<file path="config.mk">
export PLATFORM = sky130hd
export DESIGN_NAME = ram_stream_reader
export DESIGN_NICKNAME = d
export VERILOG_FILES = /design/src/rtl/ram_stream_reader.sv
export SDC_FILE = /design/constraint.sdc
export NUM_CORES = 1
export LEC_CHECK = 0
export CORE_MARGIN = 2
export CORE_UTILIZATION = 57
export CTS_BUF_LIST = sky130_fd_sc_hd__clkbuf_8
export CTS_CLUSTER_SIZE = 24
export DETAILED_ROUTE_END_ITERATION = 12
export GPL_TIMING_DRIVEN = 0
export HOLD_SLACK_MARGIN = 0.15
export PLACE_DENSITY_LB_ADDON = 0.05
export SYNTH_ARGS = -nofsm -noshare
export SYNTH_HDL_FRONTEND = slang
export SYNTH_SLANG_ARGS = --single-unit
</file>
<file path="constraint.sdc">
create_clock -name clk -period 6.22 [get_ports clk]
set_clock_uncertainty 0.15 [all_clocks]
set_input_delay 1.244 -clock clk [delete_from_list [all_inputs] [get_ports clk]]
set_output_delay 1.244 -clock clk [all_outputs]
set_load 0.005 [all_outputs]
</file>
<file path="src/rtl/ram_stream_reader.sv">
// ram_stream_reader: walks a wrap-around RAM address range and streams the words out over valid/ready
module ram_stream_reader #(
    parameter int DATA_WIDTH = 8,
    parameter int ADDR_WIDTH = 6
) (
    input  logic                  clk,
    input  logic                  rst,
    input  logic                  start,
    input  logic [ADDR_WIDTH-1:0] base_addr,
    input  logic [ADDR_WIDTH:0]   length,
    output logic                  busy,
    output logic                  done,
    output logic [ADDR_WIDTH-1:0] ram_addr,
    input  logic [DATA_WIDTH-1:0] ram_q,
    output logic [DATA_WIDTH-1:0] out_data,
    output logic                  out_valid,
    input  logic                  out_ready
);
    typedef enum logic {IDLE, RUN} state_t;

    localparam logic [ADDR_WIDTH-1:0] PTR_ONE  = 1;
    localparam logic [ADDR_WIDTH:0]   LEFT_ONE = 1;

    state_t                state_q, state_d;
    logic                  busy_q, busy_d;
    logic                  done_q, done_d;
    logic                  inflight_q, inflight_d;
    logic [ADDR_WIDTH-1:0] issue_ptr_q, issue_ptr_d;
    logic [ADDR_WIDTH:0]   issue_left_q, issue_left_d;
    logic [ADDR_WIDTH:0]   out_left_q, out_left_d;
    logic [DATA_WIDTH-1:0] buf0_q, buf0_d;
    logic [DATA_WIDTH-1:0] buf1_q, buf1_d;
    logic [1:0]            count_q, count_d;
    logic                  pop;
    logic                  issue;
    logic [2:0]            occ;
    logic [1:0]            slot;

    // next state: credit-gated issue, 2-entry buffer push/pop, command and completion handling
    always_comb begin
        pop          = (count_q != 2'd0) && out_ready;
        occ          = {1'b0, count_q} + {2'b0, inflight_q} - {2'b0, pop};
        issue        = (state_q == RUN) && (issue_left_q != '0) && (occ < 3'd2);
        slot         = count_q - {1'b0, pop};
        buf0_d       = pop ? buf1_q : buf0_q;
        buf1_d       = buf1_q;
        if (inflight_q) begin
            if (slot == 2'd0) buf0_d = ram_q;
            else              buf1_d = ram_q;
        end
        count_d      = count_q + {1'b0, inflight_q} - {1'b0, pop};
        inflight_d   = issue;
        issue_ptr_d  = issue ? issue_ptr_q + PTR_ONE : issue_ptr_q;
        issue_left_d = issue ? issue_left_q - LEFT_ONE : issue_left_q;
        out_left_d   = pop ? out_left_q - LEFT_ONE : out_left_q;
        state_d      = state_q;
        busy_d       = busy_q;
        done_d       = 1'b0;
        if (state_q == IDLE && start) begin
            if (length != '0) begin
                state_d      = RUN;
                busy_d       = 1'b1;
                issue_ptr_d  = base_addr;
                issue_left_d = length;
                out_left_d   = length;
            end else begin
                done_d = 1'b1;
            end
        end
        if (state_q == RUN && pop && out_left_q == LEFT_ONE) begin
            state_d = IDLE;
            busy_d  = 1'b0;
            done_d  = 1'b1;
        end
    end

    // state registers, cleared asynchronously so a reset discards any buffered words at once
    always_ff @(posedge clk or posedge rst) begin
        if (rst) begin
            state_q      <= IDLE;
            busy_q       <= 1'b0;
            done_q       <= 1'b0;
            inflight_q   <= 1'b0;
            issue_ptr_q  <= '0;
            issue_left_q <= '0;
            out_left_q   <= '0;
            buf0_q       <= '0;
            buf1_q       <= '0;
            count_q      <= 2'd0;
        end else begin
            state_q      <= state_d;
            busy_q       <= busy_d;
            done_q       <= done_d;
            inflight_q   <= inflight_d;
            issue_ptr_q  <= issue_ptr_d;
            issue_left_q <= issue_left_d;
            out_left_q   <= out_left_d;
            buf0_q       <= buf0_d;
            buf1_q       <= buf1_d;
            count_q      <= count_d;
        end
    end

    assign busy      = busy_q;
    assign done      = done_q;
    assign ram_addr  = issue_ptr_q;
    assign out_data  = buf0_q;
    assign out_valid = count_q != 2'd0;
endmodule

</file>
==> qor_table.md, run 1 <==
| Stage | Item | Reported |
|:---|:---|:---|
| route | Routed wire length per instance | 14.5 µm |
| setup path | CP Capture Type | flip-flop |
| setup path | Critical Path Source Type | primary input |
| route | DRC errors left | 0 |
| grt | Met2 track demand over resource | 40.1% |
| clock network | Postcts setup bufs | 0 |
| setup path | Worst EP arrival | 4.03 ns |
| synthesis | Register area share after synthesis | 49.8% |
| setup path | Reg-to-Reg End | ram_addr[4]$_DFF_PP0_ |
| run | Number of max-cap violations | 0 |
| sta | Final worst-path cycle share | 63.8% |
| synthesis | Share of flip-flops with an asynchronous set or reset after synthesis | 100% |
| grt | M1 GR Usage | 27.2% |
| synthesis | Post-synthesis cell area | 2060 µm² |
| setup path | Source of the worst register-to-register timing path | count_q[1]$_DFF_PP0_ |
| sta | Max-slew headroom at the worst pin | 45.2% |
| synthesis | Number of synthesized register bits | 41 |
| place | GP Congestion | 0.839 |
| sta | Worst slew pin tran | 0.821 ns |
| final layout | Share of final-layout standard cells stronger than drive strength 1 | 10.9% |
| route | Routed via count divided by cell count | 5.74 |
| sta | Number of endpoints failing setup at the final stage | 0 |
| floorplanning | Die X-Extent | 64.1 µm |
| clock network | Post-cts hold buffer count | 0 |
| grt | Wire length of the first global-routing pass | 7.36 mm |
| synthesis | Post-synth top flop | sky130_fd_sc_hd__dfrtp_1 |
| setup path | Required time reported for the critical path endpoint | 6.28 ns |
| final layout | Net count reported at finish | 278 |
| final layout | Area taken by multi-input logic gates | 958 µm² |
| synthesis | Number of enable flip-flop cells after synthesis | 0 |
| setup path | Worst reg2reg path depth | 9 |
| route | Antenna violation net count after detailed routing | 0 |
| clock network | TritonCTS sink count | 41 |
| clock network | Root Buffer | sky130_fd_sc_hd__clkbuf_8 |
| sta | Fin. Hold Viols | 0 |
| grt | Total global routing track utilization | 22.7% |
| status | Status | finished, final reports clean |
| final layout | Fill cells | 242 |
| clock network | Post-CTS Resized | 0 |
| route | 1st-pass router iterations | 4 |
| sta | Min Clock Period, post-route | 3.97 ns |
| grt | Antenna violations before repair | 0 |
| place | Port Buffer Count | 41 |
| clock network | Bufs on Longest Clock Path | 2 |
| pwr | Worst ir drop on vdd | 0.355 mV |
| grt | Top Usage Layer GRT | met2 |
| min path | HP Start | buf1_q[7]$_DFFE_PP0P_ |
| min path | Worst hold-check path type | flip-flop to flip-flop |
| floorplanning | Initial cell density of the core | 60.3% |
| setup path | Kind of critical path | primary input to flip-flop |
| route | DR iter-0 viols | 122 |
| floorplanning | Die ar. | 4110 µm² |
| pwr | Static leakage power | 1.11 nW |
| pwr | Total power divided by cell area | 508 nW/µm² |
| min path | Hold Path Depth | 1 |
| sta | Unrepaired setup endpoints after global routing | false |
| clock network | Number of buffers added by the clock tree synthesis step | 5 |
| sta | Max Clock Freq | 252 MHz |
| final layout | Share of the core filled with cells in the final layout | 77.5% |
| synthesis | Gate count of the mapped netlist | 198 |
| synthesis | Yosys warns | 0 |
| setup path | Max Fanout on Critical Path | 10 |
| grt | Met3 track demand over resource in global routing | 6.34% |
| min path | Hold Crit Endpoint | buf1_q[7]$_DFFE_PP0P_ |
| synthesis | Netlist cell types | 40 |
| synthesis | Mean cell area of the mapped netlist | 10.4 µm² |
| setup path | R2R Setup Slk | 3.27 ns |
| final layout | Synthesis-to-layout area growth | 28.6% |
| grt | Largest net degree at the start of global routing | 42 |
| route | Total number of vias | 1681 |
| synthesis | Synthesized net count | 230 |
| grt | Residual overflow from global routing | 0 |
| floorplanning | Area inside the core boundary | 3420 µm² |
| floorplanning | Num ports | 42 |
| sta | Slew Limit Fails | 0 |
| clock network | Depth of the CTS H-tree | 2 |
| clock network | Latest clock arrival within the worst-skew pair | 0.29 ns |
| clock network | TritonCTS clock tree | done |
| final layout | FF/Latch Area | 1030 µm² |
| place | HPWL after DPL | 3.13 mm |
| sta | Post-Route Setup TNS | 0 ns |
| clock network | Clock slew at reported path FFs | 0.08 ns |
| grt | Vias in the first global route | 1714 |
| floorplanning | Cell Rows | 21 |
| route | Final routed wirelength across all metal layers | 4.24 mm |
| floorplanning | Height of the die | 64.1 µm |
| final layout | Antenna fix cells | 0 |
-- sequential cells by signal, summed over array words and instances (netlist names) --
| name | count |
|---|---|
| ram_addr | 6 |
| out_data | 8 |
| done | 1 |
| out_left_q | 7 |
| issue_left_q | 7 |
| busy | 1 |
| buf1_q | 8 |
| count_q | 2 |
| inflight_q | 1 |
-- per-stage QoR --
step / instances / worst slack [ns] / power, mW / hold slack [ns] / instance area [µm²]
after floorplan: 198 / 2.77 / 0.898 / 0.329 / 2060
final: 293 / 2.25 / 1.35 / 0.359 / 2650
after global routing: 293 / 1.99 / 1.45 / 0.376 / 2650
after CTS: 293 / 2.24 / 1.36 / 0.363 / 2650
after global placement: 285 / 2.08 / 1.09 / 0.336 / 2530
after detailed placement: 285 / 1.94 / 1.13 / 0.344 / 2530
-- area by class of cell --
cell class	instances	share of cell area [%]
clock buffers	6	3.12
plain buffers	7	1.13
well taps	46	2.17
flip-flops and latches	41	38.8
inverters	12	1.70
clock inverters	2	1.42
repair buffers	41	15.5
multi-input cells	138	36.2
-- per-layer routing --
metal	vias up	wire [µm]
met5	-	0
met4	0	63
met3	11	233
met2	51	2140
met1	817	1800
li1	802	-
-- cells in the mapped netlist, types with 6 or more instances --
master / count / area (µm²)
sky130_fd_sc_hd__nor2_1: 17 / 63.8
sky130_fd_sc_hd__inv_1: 11 / 41.3
sky130_fd_sc_hd__ha_1: 6 / 75.1
sky130_fd_sc_hd__mux2_2: 8 / 90.1
sky130_fd_sc_hd__dfrtp_1: 41 / 1030
sky130_fd_sc_hd__a21oi_1: 9 / 45.0
sky130_fd_sc_hd__or3_1: 6 / 37.5
sky130_fd_sc_hd__o21ai_0: 14 / 70.1
sky130_fd_sc_hd__mux2i_1: 8 / 80.1
sky130_fd_sc_hd__nand2_1: 14 / 52.6
sky130_fd_sc_hd__nand3_1: 6 / 30.0
sky130_fd_sc_hd__xnor2_1: 9 / 78.8
-- cells by family after synthesis --
| logic type | after synthesis | synth area share (%) |
|---|---|---|
| simple gates | 60 | 14.4 |
| compound gates | 44 | 13.9 |
| flops | 41 | 49.8 |
| buf+inv | 19 | 3.64 |
| mux | 17 | 8.99 |
| xor+xnor | 10 | 4.62 |
| fa+ha+maj | 7 | 4.62 |
-- how the worst max path moves through the flow --
stage / to / slack (ns) / startpoint
after floorplan: ram_addr[3]$_DFF_PP0_ / 2.77 / out_ready
after global placement: ram_addr[3]$_DFF_PP0_ / 2.08 / out_ready
after detailed placement: ram_addr[4]$_DFF_PP0_ / 1.94 / out_ready
after CTS: ram_addr[4]$_DFF_PP0_ / 2.24 / out_ready
after global routing: ram_addr[4]$_DFF_PP0_ / 1.99 / out_ready
final: ram_addr[4]$_DFF_PP0_ / 2.25 / out_ready
-- critical path, stage by stage --
cell and delay (ns):
sky130_fd_sc_hd__clkdlybuf4s50_1 0.52, sky130_fd_sc_hd__nand3b_1 0.19, sky130_fd_sc_hd__o21ai_0 0.19, sky130_fd_sc_hd__ha_1 0.23, sky130_fd_sc_hd__fa_1 0.44, sky130_fd_sc_hd__nor2b_1 0.31
sky130_fd_sc_hd__o211ai_2 0.17, sky130_fd_sc_hd__buf_2 0.20, sky130_fd_sc_hd__or3_1 0.35, sky130_fd_sc_hd__a31oi_1 0.18
-- placed cells by master (no fill, tap or decap), drive strengths merged, types with 8 or more instances in the layout --
cell,n
dfrtp,41
clkdlybuf4s50,41
nor2,17
o21ai,17
nand2,14
inv,12
clkbuf,10
xnor2,9
a21oi,9
mux2,9
mux2i,8
-- power breakdown --
group          internal (mW)  switching [mW]
clock network          0.130          0.0906
logic                  0.327           0.290
registers              0.401           0.106
total                  0.859           0.487
Note: power is estimated with default switching activity, not from simulation.
==> run 2, diff against run 1 <==
--- a/config.mk
+++ b/config.mk
@@ -6,7 +6,7 @@
 export NUM_CORES = 1
 export LEC_CHECK = 0
 export CORE_MARGIN = 2
-export CORE_UTILIZATION = 57
+export CORE_UTILIZATION = 53
 export CTS_BUF_LIST = sky130_fd_sc_hd__clkbuf_8
 export CTS_CLUSTER_SIZE = 24
 export DETAILED_ROUTE_END_ITERATION = 12
==> constraint.sdc (replaced) <==
create_clock -name clk -period 4 [get_ports clk]
set_clock_uncertainty 0.15 [all_clocks]
set_input_delay 0.8 -clock clk [delete_from_list [all_inputs] [get_ports clk]]
set_output_delay 0.8 -clock clk [all_outputs]
set_load 0.005 [all_outputs]
==> qor_table.md, run 2 (synthesized netlist as in run 1, its figures left out) <==
| Stage | Item | Reported | Delta |
|:---|:---|:---|:---|
| status | Status | finished, final reports clean |  |
| floorplanning | Cell Rows | 22 | +4.8% |
| floorplanning | Area inside the core boundary | 3690 µm² | +8.0% |
| clock network | Depth of the CTS H-tree | 2 | unchanged |
| grt | Total global routing track utilization | 22.8% | +0.065 points |
| setup path | Critical Path Source Type | primary input |  |
| pwr | Flop pwr share | 39.3% | +1.6 points |
| sta | Max-slew headroom at the worst pin | 44.1% | -1.1 points |
| final layout | Post-route cell area | 2620 µm² | -1.2% |
| sta | Number of endpoints failing setup at the final stage | 0 | unchanged |
| sta | Tightest hold margin | 0.359 ns | -0.000108 ns |
| clock network | Clock slew at reported path FFs | 0.08 ns | about the same |
| pwr | Share of total power in the clock network | 13.0% | -3.4 points |
| final layout | Share of final-layout standard cells stronger than drive strength 1 | 10.9% | unchanged |
| clock network | Latest clock arrival within the worst-skew pair | 0.29 ns | about the same |
| clock network | Postcts setup bufs | 0 | unchanged |
| grt | Antenna violations before repair | 0 | unchanged |
| setup path | Slowest cell delay on critical path | 0.51 ns | about the same |
| run | Number of max-cap violations | 0 | unchanged |
| sta | Max Clock Freq | 284 MHz |  |
| sta | Fin. Hold Viols | 0 | unchanged |
| pwr | Switch Pwr | 0.752 mW | +54% |
| place | HPWL after DPL | 3.15 mm | +0.76% |
| setup path | Critical path's top delay family | simple AND/OR/NAND/NOR gates |  |
| setup path | Worst EP arrival | 3.58 ns | -0.45 ns |
| route | Total number of vias | 1645 | -2.1% |
| floorplanning | Height of the die | 66.3 µm | +3.5% |
| route | 1st-pass router iterations | 4 | unchanged |
| sta | Worst slew pin tran | 0.837 ns | +0.0161 ns |
| floorplanning | Die ar. | 4400 µm² | +7.1% |
| final layout | Synthesis-to-layout area growth | 27.0% |  |
| clock network | Post-CTS Resized | 0 | unchanged |
| setup path | Slowest cell on crit path | sky130_fd_sc_hd__clkdlybuf4s50_1 |  |
| floorplanning | Initial cell density of the core | 55.8% | -4.5 points |
| setup path | Required time reported for the critical path endpoint | 4.06 ns | -2.22 ns |
| pwr | Cell internal power dissipation | 1.25 mW | +46% |
| setup path | CP Capture Type | flip-flop |  |
| route | Routed via count divided by cell count | 5.58 | -2.8% |
| pwr | Static leakage power | 1.09 nW | -1.2% |
| final layout | Commonest cells after routing, fill and taps aside | sky130_fd_sc_hd__dfrtp_1 (41), sky130_fd_sc_hd__clkdlybuf4s50_1 (41), sky130_fd_sc_hd__nor2_1 (17) |  |
| sta | Post-Route Setup TNS | 0 ns | unchanged |
| route | DRC errors left | 0 | unchanged |
| sta | Min Clock Period, post-route | 3.52 ns |  |
| final layout | Antenna fix cells | 0 | unchanged |
| clock network | Post-cts hold buffer count | 0 | unchanged |
| floorplanning | Die X-Extent | 66.3 µm | +3.5% |
| route | Routed wire length per instance | 14.2 µm | -1.8% |
| min path | Worst hold-check path type | flip-flop to flip-flop |  |
| place | Instance count after placement with tap cells included | 287 | +0.70% |
| setup path | Kind of critical path | primary input to flip-flop |  |
| setup path | Max Fanout on Critical Path | 10 | unchanged |
| setup path | Number of buffers and inverters on the critical path | 2 | unchanged |
| clock network | Root Buffer | sky130_fd_sc_hd__clkbuf_8 |  |
| sta | Final worst-path cycle share | 88.0% |  |
| place | GP Congestion | 0.810 | -3.5% |
| clock network | TritonCTS sink count | 41 | unchanged |
| grt | Residual overflow from global routing | 0 | unchanged |
| final layout | Fill cells | 306 | +26% |
| floorplanning | Num ports | 42 | unchanged |
| clock network | Number of buffers added by the clock tree synthesis step | 5 | unchanged |
| clock network | Bufs on Longest Clock Path | 2 | unchanged |
| sta | Unrepaired setup endpoints after global routing | false |  |
| grt | Vias in the first global route | 1721 | +0.41% |
| route | Final routed wirelength across all metal layers | 4.19 mm | -1.1% |
| sta | Slew Limit Fails | 0 | unchanged |
| final layout | Number of standard cells in the final layout excluding fillers | 295 | +0.68% |
| setup path | Chain of cells forming the critical path | clkdlybuf4s50_1, nand3b_1, o21ai_0, ha_1, fa_1, nor2b_1, o211ai_2, buf_2, or3_1, a31oi_1 |  |
| pwr | Relative contribution of combinational cells to total power | 47.7% | +1.8 points |
| clock network | TritonCTS clock tree | done |  |
| place | Instance area at placement | 2530 µm² | about the same |
| pwr | Total power divided by cell area | 766 nW/µm² | +51% |
| place | Port Buffer Count | 41 | unchanged |
| pwr | Worst ir drop on vdd | 0.488 mV | +38% |
| pwr | Switching share of total power | 37.5% | +1.3 points |
| grt | Wire length of the first global-routing pass | 7.53 mm | +2.3% |
| final layout | Net count reported at finish | 278 | unchanged |
| grt | Largest net degree at the start of global routing | 42 | unchanged |
| route | Antenna violation net count after detailed routing | 0 | unchanged |
| route | DR iter-0 viols | 79 | -35% |
-- run 2: cell types whose count changed in the layout (fill, tap and decap cells not counted), sizes merged --
cell	change
bufinv	-1
clkinv	+2
clkbuf	-1
-- run 2: final timing paths --
kind	from	to	slack (ns)	depth (start not counted)
max in group asynchronous	rst	out_left_q[4]$_DFF_PP0_	2.33	2
setup reg to reg	count_q[1]$_DFF_PP0_	ram_addr[4]$_DFF_PP0_	1.03	9
hold / removal	buf1_q[3]$_DFFE_PP0P_	buf1_q[3]$_DFFE_PP0P_	0.36	1
min in group asynchronous	rst	out_data[6]$_DFF_PP0_	0.84	2
setup / recovery	out_ready	ram_addr[4]$_DFF_PP0_	0.48	10
hold reg to reg	buf1_q[3]$_DFFE_PP0P_	buf1_q[3]$_DFFE_PP0P_	0.36	1
-- run 2: layout make-up --
class | instances | area, µm² | area share (%)
flip-flops and latches | 41 | 1030 | 39.2
multi-input cells | 138 | 958 | 36.6
repair buffers | 41 | 410 | 15.7
clock buffers | 5 | 68.8 | 2.63
well taps | 48 | 60.1 | 2.30
inverters | 12 | 45.0 | 1.72
plain buffers | 7 | 30.0 | 1.15
clock inverters | 3 | 17.5 | 0.670
-- run 2: per-stage QoR --
| stage | total power [mW] | worst slack [ns] | utilization [%] |
|---|---|---|---|
| CTS | 2.03 | 0.502 | 70.9 |
| global placement | 1.70 | 0.263 | 68.6 |
| global route | 2.20 | 0.257 | 70.9 |
| floorplan | 1.40 | 0.992 | - |
| detailed placement | 1.76 | 0.207 | 68.6 |
| finish | 2.00 | 0.481 | 70.9 |
-- run 2: routing by layer --
metal	routed length (µm)	global-route usage [%]
met2	2110	38.3
met5	0	0
met4	37	8.16
met1	1870	28.6
met3	176	5.45
-- run 2: power by group through the flow --
stage          Sequential, mW  Clock [mW]  Combinational [mW]
4_1_cts                 0.787       0.269               0.970
3_5_place_dp            0.795           0               0.963
2_1_floorplan           0.765           0               0.632
3_3_place_gp            0.780           0               0.923
5_1_grt                 0.821       0.289                1.09
6_report                0.787       0.261               0.957
==> run 3, diff against run 2 <==
--- a/config.mk
+++ b/config.mk
@@ -5,7 +5,6 @@
 export SDC_FILE = /design/constraint.sdc
 export NUM_CORES = 1
 export LEC_CHECK = 0
-export CORE_MARGIN = 2
 export CORE_UTILIZATION = 53
 export CTS_BUF_LIST = sky130_fd_sc_hd__clkbuf_8
 export CTS_CLUSTER_SIZE = 24
==> qor_table.md, run 3 (synthesized netlist as in run 1, its figures left out) <==
| Stage | Item | Reported | Delta |
|:---|:---|:---|:---|
| status | Status | finished, final reports clean |  |
| final layout | Antenna fix cells | 0 | unchanged |
| floorplanning | Area inside the core boundary | 3690 µm² | unchanged |
| sta | Max Clock Freq | 285 MHz | +0.41% |
| grt | Total global routing track utilization | 22.9% | +0.11 points |
| place | HPWL after DPL | 3.19 mm | +1.2% |
| clock network | Number of buffers added by the clock tree synthesis step | 5 | unchanged |
| clock network | Post-cts hold buffer count | 0 | unchanged |
| setup path | Max Fanout on Critical Path | 10 | unchanged |
| sta | Final setup slack of the worst path | 0.496 ns | +0.0142 ns |
| route | Final routed wirelength across all metal layers | 4.39 mm | +4.7% |
| clock network | TritonCTS clock tree | done |  |
| floorplanning | Height of the die | 64.3 µm | -3.0% |
| place | Instance count after placement with tap cells included | 287 | unchanged |
| place | Port Buffer Count | 41 | unchanged |
| final layout | Synthesis-to-layout area growth | 28.5% |  |
| clock network | Bufs on Longest Clock Path | 2 | unchanged |
| grt | Vias in the first global route | 1579 | -8.3% |
| pwr | Relative contribution of combinational cells to total power | 46.1% | -1.6 points |
| final layout | Net count reported at finish | 278 | unchanged |
| pwr | Switching share of total power | 36.3% | -1.2 points |
| sta | Worst slew pin tran | 0.836 ns | -0.000824 ns |
| final layout | Number of standard cells in the final layout excluding fillers | 295 | unchanged |
| sta | Slew Limit Fails | 0 | unchanged |
| clock network | Postcts setup bufs | 0 | unchanged |
| pwr | Switch Pwr | 0.759 mW | +0.95% |
| pwr | Static leakage power | 1.11 nW | +1.7% |
| floorplanning | Num ports | 42 | unchanged |
| setup path | CP Capture Type | flip-flop |  |
| clock network | TritonCTS sink count | 41 | unchanged |
| final layout | Commonest cells after routing, fill and taps aside | sky130_fd_sc_hd__dfrtp_1 (41), sky130_fd_sc_hd__clkdlybuf4s50_1 (41), sky130_fd_sc_hd__nor2_1 (17) |  |
| pwr | Flop pwr share | 37.7% | -1.6 points |
| place | GP Congestion | 0.819 | +1.2% |
| route | 1st-pass router iterations | 4 | unchanged |
| floorplanning | Initial cell density of the core | 55.8% | unchanged |
| grt | Residual overflow from global routing | 0 | unchanged |
| final layout | Share of final-layout standard cells stronger than drive strength 1 | 10.5% | -0.40 points |
| floorplanning | Die ar. | 4140 µm² | -5.9% |
| clock network | Root Buffer | sky130_fd_sc_hd__clkbuf_8 |  |
| pwr | Share of total power in the clock network | 16.2% | +3.2 points |
| sta | Unrepaired setup endpoints after global routing | false |  |
| floorplanning | Cell Rows | 22 | unchanged |
| sta | Number of endpoints failing setup at the final stage | 0 | unchanged |
| route | Routed via count divided by cell count | 5.64 | +1.1% |
| setup path | Worst EP arrival | 3.57 ns | about the same |
| sta | Final worst-path cycle share | 87.6% | -0.36 points |
| clock network | Latest clock arrival within the worst-skew pair | 0.29 ns | about the same |
| route | DR iter-0 viols | 77 | -2.5% |
| pwr | Worst ir drop on vdd | 0.443 mV | -9.2% |
| clock network | Depth of the CTS H-tree | 2 | unchanged |
| final layout | Post-route cell area | 2650 µm² | +1.1% |
| clock network | Post-CTS Resized | 0 | unchanged |
| setup path | Kind of critical path | primary input to flip-flop |  |
| sta | Max-slew headroom at the worst pin | 44.2% | +0.055 points |
| grt | Antenna violations before repair | 0 | unchanged |
| sta | Post-Route Setup TNS | 0 ns | unchanged |
| final layout | Fill cells | 298 | -2.6% |
| setup path | Required time reported for the critical path endpoint | 4.06 ns | about the same |
| grt | Wire length of the first global-routing pass | 7.21 mm | -4.2% |
| pwr | Cell internal power dissipation | 1.33 mW | +6.4% |
| clock network | Clock slew at reported path FFs | 0.08 ns | about the same |
| place | Instance area at placement | 2530 µm² | unchanged |
| sta | Fin. Hold Viols | 0 | unchanged |
| floorplanning | Die X-Extent | 64.3 µm | -3.0% |
| route | Total number of vias | 1663 | +1.1% |
| pwr | Total power divided by cell area | 791 nW/µm² | +3.2% |
| min path | Worst hold-check path type | flip-flop to flip-flop |  |
| run | Number of max-cap violations | 0 | unchanged |
| route | Antenna violation net count after detailed routing | 0 | unchanged |
| setup path | Critical Path Source Type | primary input |  |
| place | Worst setup slack before clock tree synthesis | 0.191 ns | -0.0152 ns |
| route | DRC errors left | 0 | unchanged |
| sta | Min Clock Period, post-route | 3.50 ns | -0.0142 ns |
| route | Routed wire length per instance | 14.9 µm | +4.7% |
| grt | Largest net degree at the start of global routing | 42 | unchanged |
| final layout | Share of the core filled with cells in the final layout | 71.7% | +0.81 points |
## run 3: cell types whose count changed in the layout (fill, tap and decap cells not counted), sizes merged
cell      delta
clkbuf       +1
bufinv       +1
clkinv       -2
clkinvlp     -1
inv          +1
## run 3: final cells by class
cell class	instances	area, µm²	area share, %
flip-flops and latches	41	1030	38.8
multi-input cells	138	958	36.2
repair buffers	41	410	15.5
clock buffers	6	82.6	3.12
well taps	48	60.1	2.27
inverters	12	45.0	1.70
clock inverters	2	33.8	1.28
plain buffers	7	30.0	1.13
## run 3: critical path, cell delays in order
cell	delay, ns
sky130_fd_sc_hd__clkdlybuf4s50_1	0.52
sky130_fd_sc_hd__nand3b_1	0.18
sky130_fd_sc_hd__o21ai_0	0.20
sky130_fd_sc_hd__ha_1	0.23
sky130_fd_sc_hd__fa_1	0.44
sky130_fd_sc_hd__nor2b_1	0.29
sky130_fd_sc_hd__o211ai_2	0.18
sky130_fd_sc_hd__buf_2	0.20
sky130_fd_sc_hd__or3_1	0.35
sky130_fd_sc_hd__a31oi_1	0.17
## run 3: path summary, 6_finish.rpt
check | from | endpoint | slack, ns | cells past startpoint
worst max-delay path | out_ready | ram_addr[4]$_DFF_PP0_ | 0.50 | 10
worst min-delay path | buf1_q[0]$_DFFE_PP0P_ | buf1_q[0]$_DFFE_PP0P_ | 0.36 | 1
worst max register to register | count_q[1]$_DFF_PP0_ | ram_addr[4]$_DFF_PP0_ | 1.06 | 9
worst min register to register | buf1_q[0]$_DFFE_PP0P_ | buf1_q[0]$_DFFE_PP0P_ | 0.36 | 1
max in group asynchronous | rst | buf1_q[4]$_DFFE_PP0P_ | 2.32 | 2
min in group asynchronous | rst | buf1_q[6]$_DFFE_PP0P_ | 0.85 | 2
## run 3: metal layers
metal  vias to the layer above  wire, µm  GRT usage, %
li1                        803         -             -
met1                       814      2020          30.7
met2                        42      2180          36.7
met3                         4       169          6.61
met4                         0        26          5.00
met5                         -         0             0
## run 3: metrics by stage
stage | hold slack [ns] | power, mW
after detailed placement | 0.343 | 1.76
after global routing | 0.376 | 2.24
after global placement | 0.336 | 1.70
after CTS | 0.361 | 2.10
after floorplan | 0.329 | 1.40
final | 0.358 | 2.09
## run 3: power by group through the flow
stage	Sequential [mW]	Clock, mW	Combinational, mW
after floorplan	0.765	0	0.632
after global placement	0.778	0	0.920
after detailed placement	0.793	0	0.963
after CTS	0.787	0.344	0.970
after global routing	0.812	0.362	1.07
final	0.790	0.338	0.964
